$ cat src/rtl/hdmi_tx_fmt_gen.sv
// Parallel-RGB video source: H/V timing, FIFO pixel fetch, format select, underflow flag.
// Latency 2 clocks counter-to-pins; no backpressure (timing never stalls, FIFO underrun shows black).
module hdmi_tx_fmt_gen #(
   parameter int H_ACTIVE = 1920,
   parameter int H_FP     = 88,
   parameter int H_SYNC   = 44,
   parameter int H_BP     = 148,
   parameter int V_ACTIVE = 1080,
   parameter int V_FP     = 4,
   parameter int V_SYNC   = 5,
   parameter int V_BP     = 36,
   parameter int SYNC_POL = 1
) (
   input  logic        clk,
   input  logic        rst_n,
   input  logic        enable,
   input  logic [1:0]  fmt_mode,
   output logic        fifo_rd_en,
   input  logic [15:0] fifo_rd_data,
   input  logic        fifo_empty,
   input  logic        underflow_clr,
   output logic        underflow,
   output logic        frame_start,
   output logic        hs,
   output logic        vs,
   output logic        de,
   output logic [7:0]  rgb_r,
   output logic [7:0]  rgb_g,
   output logic [7:0]  rgb_b
);
   localparam int H_TOTAL = H_ACTIVE + H_FP + H_SYNC + H_BP;
   localparam int V_TOTAL = V_ACTIVE + V_FP + V_SYNC + V_BP;
   localparam int HW      = $clog2(H_TOTAL);
   localparam int VW      = $clog2(V_TOTAL);
   localparam int BAR_W   = H_ACTIVE / 8;
   localparam int PW      = (BAR_W > 1) ? $clog2(BAR_W) : 1;

   typedef struct packed {
      logic       de;
      logic       hs;
      logic       vs;
      logic       fs;
      logic       uf;
      logic [1:0] mode;
      logic [2:0] bar;
   } s1_t;

   logic          en_q;
   logic          run;
   logic [HW-1:0] h_cnt;
   logic [VW-1:0] v_cnt;
   logic          h_last;
   logic          v_last;
   logic          de0;
   logic          hs0;
   logic          vs0;
   logic          fs0;
   logic [1:0]    mode_q;
   logic [PW-1:0] px_cnt;
   logic [2:0]    bar_idx;
   s1_t           s1;
   logic [23:0]   rgb_nxt;

   function automatic logic [23:0] bar_rgb(input logic [2:0] idx);
      case (idx)
         3'd0:    return 24'hFFFFFF;
         3'd1:    return 24'hFFFF00;
         3'd2:    return 24'h00FFFF;
         3'd3:    return 24'h00FF00;
         3'd4:    return 24'hFF00FF;
         3'd5:    return 24'hFF0000;
         3'd6:    return 24'h0000FF;
         default: return 24'h000000;
      endcase
   endfunction

   // Registered enable makes a rising enable start the frame at (0,0) on the following clock.
   assign run    = en_q && enable;
   assign h_last = (h_cnt == HW'(H_TOTAL - 1));
   assign v_last = (v_cnt == VW'(V_TOTAL - 1));
   assign de0    = run && (h_cnt < HW'(H_ACTIVE)) && (v_cnt < VW'(V_ACTIVE));
   assign hs0    = run && (h_cnt >= HW'(H_ACTIVE + H_FP)) && (h_cnt < HW'(H_ACTIVE + H_FP + H_SYNC));
   assign vs0    = run && (v_cnt >= VW'(V_ACTIVE + V_FP)) && (v_cnt < VW'(V_ACTIVE + V_FP + V_SYNC));
   assign fs0    = de0 && (h_cnt == '0) && (v_cnt == '0);
   assign fifo_rd_en = de0 && !mode_q[1];

   // mode_q loads on the edge entering (0,0) so the whole frame, pixel (0,0) included, sees one mode.
   always_ff @(posedge clk or negedge rst_n) begin
      if (!rst_n) begin
         en_q   <= 1'b0;
         h_cnt  <= '0;
         v_cnt  <= '0;
         mode_q <= 2'd0;
      end else begin
         en_q <= enable;
         if (!run) begin
            h_cnt <= '0;
            v_cnt <= '0;
         end else if (h_last) begin
            h_cnt <= '0;
            v_cnt <= v_last ? '0 : v_cnt + 1'b1;
         end else begin
            h_cnt <= h_cnt + 1'b1;
         end
         if (!run || (h_last && v_last))
            mode_q <= fmt_mode;
      end
   end

   always_ff @(posedge clk or negedge rst_n) begin
      if (!rst_n) begin
         px_cnt  <= '0;
         bar_idx <= 3'd0;
      end else if (!de0) begin
         px_cnt  <= '0;
         bar_idx <= 3'd0;
      end else if (px_cnt == PW'(BAR_W - 1)) begin
         px_cnt  <= '0;
         bar_idx <= bar_idx + 3'd1;
      end else begin
         px_cnt  <= px_cnt + 1'b1;
      end
   end

   always_ff @(posedge clk or negedge rst_n) begin
      if (!rst_n) begin
         s1 <= '0;
      end else begin
         s1.de   <= de0;
         s1.hs   <= hs0;
         s1.vs   <= vs0;
         s1.fs   <= fs0;
         s1.uf   <= fifo_rd_en && fifo_empty;
         s1.mode <= mode_q;
         s1.bar  <= bar_idx;
      end
   end

   always_comb begin
      rgb_nxt = 24'h000000;
      if (s1.de && !s1.uf) begin
         case (s1.mode)
            2'd0:    rgb_nxt = {fifo_rd_data[15:11], 3'b000, fifo_rd_data[10:5], 2'b00,
                                fifo_rd_data[4:0], 3'b000};
            2'd1:    rgb_nxt = {3{fifo_rd_data[7:0]}};
            2'd2:    rgb_nxt = bar_rgb(s1.bar);
            default: rgb_nxt = 24'h000000;
         endcase
      end
   end

   always_ff @(posedge clk or negedge rst_n) begin
      if (!rst_n) begin
         de                    <= 1'b0;
         hs                    <= (SYNC_POL == 0);
         vs                    <= (SYNC_POL == 0);
         frame_start           <= 1'b0;
         {rgb_r, rgb_g, rgb_b} <= 24'h000000;
         underflow             <= 1'b0;
      end else begin
         de                    <= s1.de;
         hs                    <= (s1.hs == (SYNC_POL != 0));
         vs                    <= (s1.vs == (SYNC_POL != 0));
         frame_start           <= s1.fs;
         {rgb_r, rgb_g, rgb_b} <= rgb_nxt;
         if (s1.uf)
            underflow <= 1'b1;
         else if (underflow_clr)
            underflow <= 1'b0;
      end
   end
endmodule

$ cat config.mk
export PLATFORM = sky130hd
export DESIGN_NAME = hdmi_tx_fmt_gen
export DESIGN_NICKNAME = d
export VERILOG_FILES = /design/src/rtl/hdmi_tx_fmt_gen.sv
export SDC_FILE = /design/constraint.sdc
export NUM_CORES = 1
export LEC_CHECK = 0
export CAP_MARGIN = 20
export CELL_PAD_IN_SITES_DETAIL_PLACEMENT = 0
export CELL_PAD_IN_SITES_GLOBAL_PLACEMENT = 1
export CORE_MARGIN = 2
export CORE_UTILIZATION = 39
export DETAILED_ROUTE_END_ITERATION = 10
export GPL_ROUTABILITY_DRIVEN = 0
export GPL_TIMING_DRIVEN = 0
export PLACE_DENSITY_LB_ADDON = 0.1
export SYNTH_ARGS = -nofsm -noshare
export SYNTH_HDL_FRONTEND = slang
export SYNTH_SLANG_ARGS = --single-unit
$ cat constraint.sdc
create_clock -name clk -period 2.9 [get_ports clk]
set_input_delay 0.58 -clock clk [delete_from_list [all_inputs] [get_ports clk]]
set_output_delay 0.58 -clock clk [all_outputs]
set_load 0.1 [all_outputs]
Word level (Yosys, flattened, before mapping). Index checks and enable logic that the tools add are counted.

Add/subtract/negate cells: 4. $mul: 0. Divide/modulo/power cells: 0. $lt $le $gt $ge: 6. Equality and inequality tests: 13. Shifts and indexed selects: 0. Mux-type cells: 14. Bitwise operators: 0. Reduce and logical (&&, ||, !) cells: 22.

Operators with widths (count): one-hot mux 24 bit (7 select lines) (1); one-hot mux 24 bit (3 select lines) (1); two-way mux 11 bit (3); two-way mux 12 bit (2); two-way mux 24 bit (1); < comparator 11 bit (second input constant) (2); two-way mux 8 bit (2); logical AND 1 bit (13); adder 12 x 1 -> 12 bit (second input constant) (1); equality test 12 bit (second input constant) (1); >= comparator 12 x 11 -> 1 bit (second input constant) (1); logical NOT 12 bit (1); < comparator 12 x 11 -> 1 bit (second input constant) (1); < comparator 12 bit (second input constant) (1); adder 11 x 1 -> 11 bit (second input constant) (1); equality test 11 bit (second input constant) (1); >= comparator 11 bit (second input constant) (1); logical NOT 11 bit (1); equality test 3 bit (second input constant) (3); adder 8 x 1 -> 8 bit (second input constant) (1); equality test 8 bit (second input constant) (1); equality test 3 x 2 -> 1 bit (second input constant) (2); two-way mux 3 bit (2); inequality test 2 x 1 -> 1 bit (second input constant) (2); 10 further kinds (13).

Flip-flop bits (word level): 76. Latch bits: 0. RAM bits: 0. Bits in read-only memories: 0. Bits of input ports: 23. Output and inout bits: 30. Logic and storage cells: 80. Memories: 0.

Logic depth before layout (Yosys ltp).
Depth in word-level cells: 5. Depth in mapped cells: 7.

Worst setup path after synthesis. Ideal clock, no wire load.

Path kind: register to output. From: register v_cnt[8]. To: output fifo_rd_en. Arrival: 2563 ps. Data required time: 2320 ps. Slack: -243 ps. Cell stages (with the launch flop): 5. Path buffers: 0. Cell sequence: dfrtp_1 or4_4 o21ai_4 nand2_4 nor2_1.

Word-level cells in the longest chain between the ends: 3.

RTL lines: start, declared (RTL line 51) `logic [VW-1:0] v_cnt;`; start signal, assigned (RTL line 101) `v_cnt <= v_last ? '0 : v_cnt + 1'b1;`; < comparator 11 bit (RTL line 81) `assign de0 = run && (h_cnt < HW'(H_ACTIVE)) && (v_cnt < VW'(V_ACTIVE));`; logical AND 1 bit (RTL line 81); logical AND 1 bit (RTL line 85) `assign fifo_rd_en = de0 && !mode_q[1];`; end, declared (RTL line 18) `output logic fifo_rd_en,`.

No other way between the ends.

Worst setup path in the final report. Same ends and word-level chain as after synthesis.

==> flow_metrics.env <==
export IMPL_status="finished, final reports clean"
export IMPL_crit_fanout=8
export IMPL_ctsHoldBuffers=0
export IMPL_place_area_um2=4210
export IMPL_drive_gt1_share_pct=9.46
export IMPL_synth_nets=383
export IMPL_synth_area_um2=3530
export IMPL_power_density_nw_per_um2=506
export IMPL_cts_tree="done"
export IMPL_io_pins=53
export IMPL_grt_usage_pct=17.0
export IMPL_cts_sinks=76
export IMPL_route_antenna_remaining_nets=0
export IMPL_grt_pass1_vias=2622
export IMPL_skew_ns=0.0117
export IMPL_final_common_cell="dfrtp_1"
export IMPL_drt_pre_antenna_iters=4
export IMPL_synth_seq_area_share_pct=53.8
export IMPL_yosysWarnings=0
export IMPL_stdcell_area_um2=4390
export IMPL_areaGrowthSynthToFinish_pct=24.2
export IMPL_first_iter_violations=106
export IMPL_maxCapViolations=0
export IMPL_antenna_found_initial=0
export IMPL_crit_type="register to output port"
export IMPL_clk_latency_ns=0.36
export IMPL_met2_usage_pct=25.7
export IMPL_fmax_mhz=366
export IMPL_die_w_um=99.2
export IMPL_grtUsageMet1_pct=23.9
export IMPL_slew_headroom_pct=33.7
export IMPL_maxSlewViolCount=0
export IMPL_r2r_cells=7
export IMPL_syn_inst=354
export IMPL_finalNonFillerCells=531
export IMPL_period_minus_slack_ns=2.73
export IMPL_grt_pass1_wl_mm=13.2
export IMPL_drc_errors=0
export IMPL_setup_viol=0
export IMPL_cts_setup_buffers=0
export IMPL_critPathLaunchType="register"
export IMPL_clk_pin_slew_ns=0.09
export IMPL_cts_made_buffers=9
export IMPL_async_reset_ff_share_pct=100
export IMPL_synth_seq_cells=76
export IMPL_wl_mm=7.61
export IMPL_fin_nets=447
export IMPL_hpwl_mm=5.46
export IMPL_ctsLongestPathBuffers=2
export IMPL_worst_pin_slew_ns=0.992
export IMPL_place_inst=515
export IMPL_critPathCaptureType="output port"
export IMPL_fp_dieH_um=99.2
export IMPL_peakVddDrop_v=0.000239
export IMPL_use_met3_pct=3.94
export IMPL_core_region_area_um2=8760
export IMPL_grt_max_degree=42
export IMPL_pre_cts_ws_ns=-0.562
export IMPL_grt_setup_unrepaired="false"
export IMPL_routedWlPerCell_um=14.3
export IMPL_hold_class="primary input to async pin"
export IMPL_yosysUniqueCellTypes=49
export IMPL_synthFlopType="dfrtp_1"
export IMPL_worst_ep_arrival_time_ns=2.15
export IMPL_layout_common_cells="dfrtp_1 (76), nor2_1 (58), clkdlybuf4s50_1 (50)"
export IMPL_root_buffer="clkbuf_8"
export IMPL_port_buffers=52
export IMPL_avgSynthCellArea_um2=9.98
export IMPL_start_util_pct=40.3
export IMPL_busiest_layer="met2"
export IMPL_fp_row_count=34
export IMPL_cp_required_ns=2.32
export IMPL_overflow=0
export IMPL_fin_crit_sh_pct=94.2
export IMPL_diodes=0
export IMPL_power_leakage_uw=0.00191
export IMPL_synth_edff_count=0
export IMPL_num_vias=2667
export IMPL_viasPerCell=5.02
export IMPL_hold_violations=0
export IMPL_fin_ws_ns=0.168
export IMPL_die_area_um2=9840
export IMPL_htreeDepth=3
==> where the power goes <==
group          total [uW]  internal, uW  switching (uW)
Combinational         361           101             260
Sequential           1100          1090            11.4
Clock                 759           322             437
==> final timing paths <==
| check | start | slack (ns) | endpoint |
|---|---|---|---|
| worst max-delay path | v_cnt[8] | 0.17 | fifo_rd_en |
| max in group asynchronous | rst_n | 2.16 | s1[8] |
| worst min-delay path | rst_n | 0.17 | rgb_r[5] |
| worst min register to register | s1[6] | 0.34 | frame_start |
| min in group clk | s1[6] | 0.34 | frame_start |
| worst max register to register | h_cnt[0] | 0.88 | h_cnt[3] |
==> layout make-up <==
class	count	area [um^2]
fillers	843	4380
clock inverters	7	57.6
well taps	108	135
clock buffers	9	124
flip-flops and latches	76	1900
repair buffers	53	536
plain buffers	13	52.6
inverters	19	71.3
multi-input cells	246	1510
==> sequential cells by signal (all words and copies together) (netlist names), 2 cells and up <==
name	cells
rgb_b	8
s1	10
px_cnt	8
bar_idx	3
rgb_r	8
mode_q	2
v_cnt	11
h_cnt	12
rgb_g	8
==> stage by stage <==
stage / hold WS [ns] / total power [uW] / utilization, % / TNS (ns)
after CTS: 0.191 / 2240 / 50.1 / 0
after floorplan: 0.284 / 1360 / - / 0
after global routing: 0.203 / 2320 / 50.1 / 0
after detailed placement: 0.336 / 1490 / 48.0 / -0.562
after global placement: 0.332 / 1480 / 47.8 / -105.65
final: 0.172 / 2220 / 50.1 / 0
==> synthesized netlist by cell type (all sizes together) (3+ instances only) <==
| cell | count | area share, % |
|---|---|---|
| nand3 | 15 | 2.1 |
| or2 | 3 | 0.53 |
| nand2b | 17 | 3.0 |
| and3 | 9 | 1.6 |
| xor2 | 5 | 1.2 |
| mux2i | 5 | 1.4 |
| nand2 | 16 | 2.0 |
| ha | 6 | 2.1 |
| and4 | 3 | 0.74 |
| nor4 | 7 | 1.7 |
| xnor2 | 13 | 3.2 |
| nor2 | 59 | 6.3 |
| dfrtp | 76 | 54 |
| inv | 19 | 2.0 |
| o21ai | 15 | 2.4 |
| a21oi | 32 | 4.5 |
| buf | 4 | 0.53 |
| or4 | 4 | 0.96 |
| clkbuf | 9 | 0.96 |
| and2 | 3 | 0.53 |
| o211ai | 4 | 0.85 |
| mux2 | 3 | 0.96 |
| nor3 | 6 | 0.99 |
==> logic make-up (layout without fill, tap and decap cells) <==
group / after synthesis / in the layout / synth area share (%)
simple gates: 151 / 151 / 23.1
buf+inv: 32 / 101 / 3.51
fa+ha+maj: 6 / 6 / 2.12
compound gates: 63 / 63 / 10.6
xor+xnor: 18 / 18 / 4.46
mux: 8 / 8 / 2.37
flops: 76 / 76 / 53.8
==> timing repair <==
action | in CTS | in global routing
setup endpoints to repair | 1 | 0
resized for setup | 6 | 0
endpoints found under the hold margin | 0 | 0
==> routing by layer <==
layer  share of wire, %  vias up
met3                4.0       10
met2                 45       56
met5                  0        -
li1                   -     1333
met1                 50     1268
met4                1.7        0
==> critical path: stages, from the launching register on <==
cell and delay (ns):
dfrtp_1 0.47, or4_4 0.59, o21ai_4 0.23, nand2_4 0.11, nor2_2 0.11, buf_4 0.29
No activity file was read; power rests on OpenSTA's default activity.
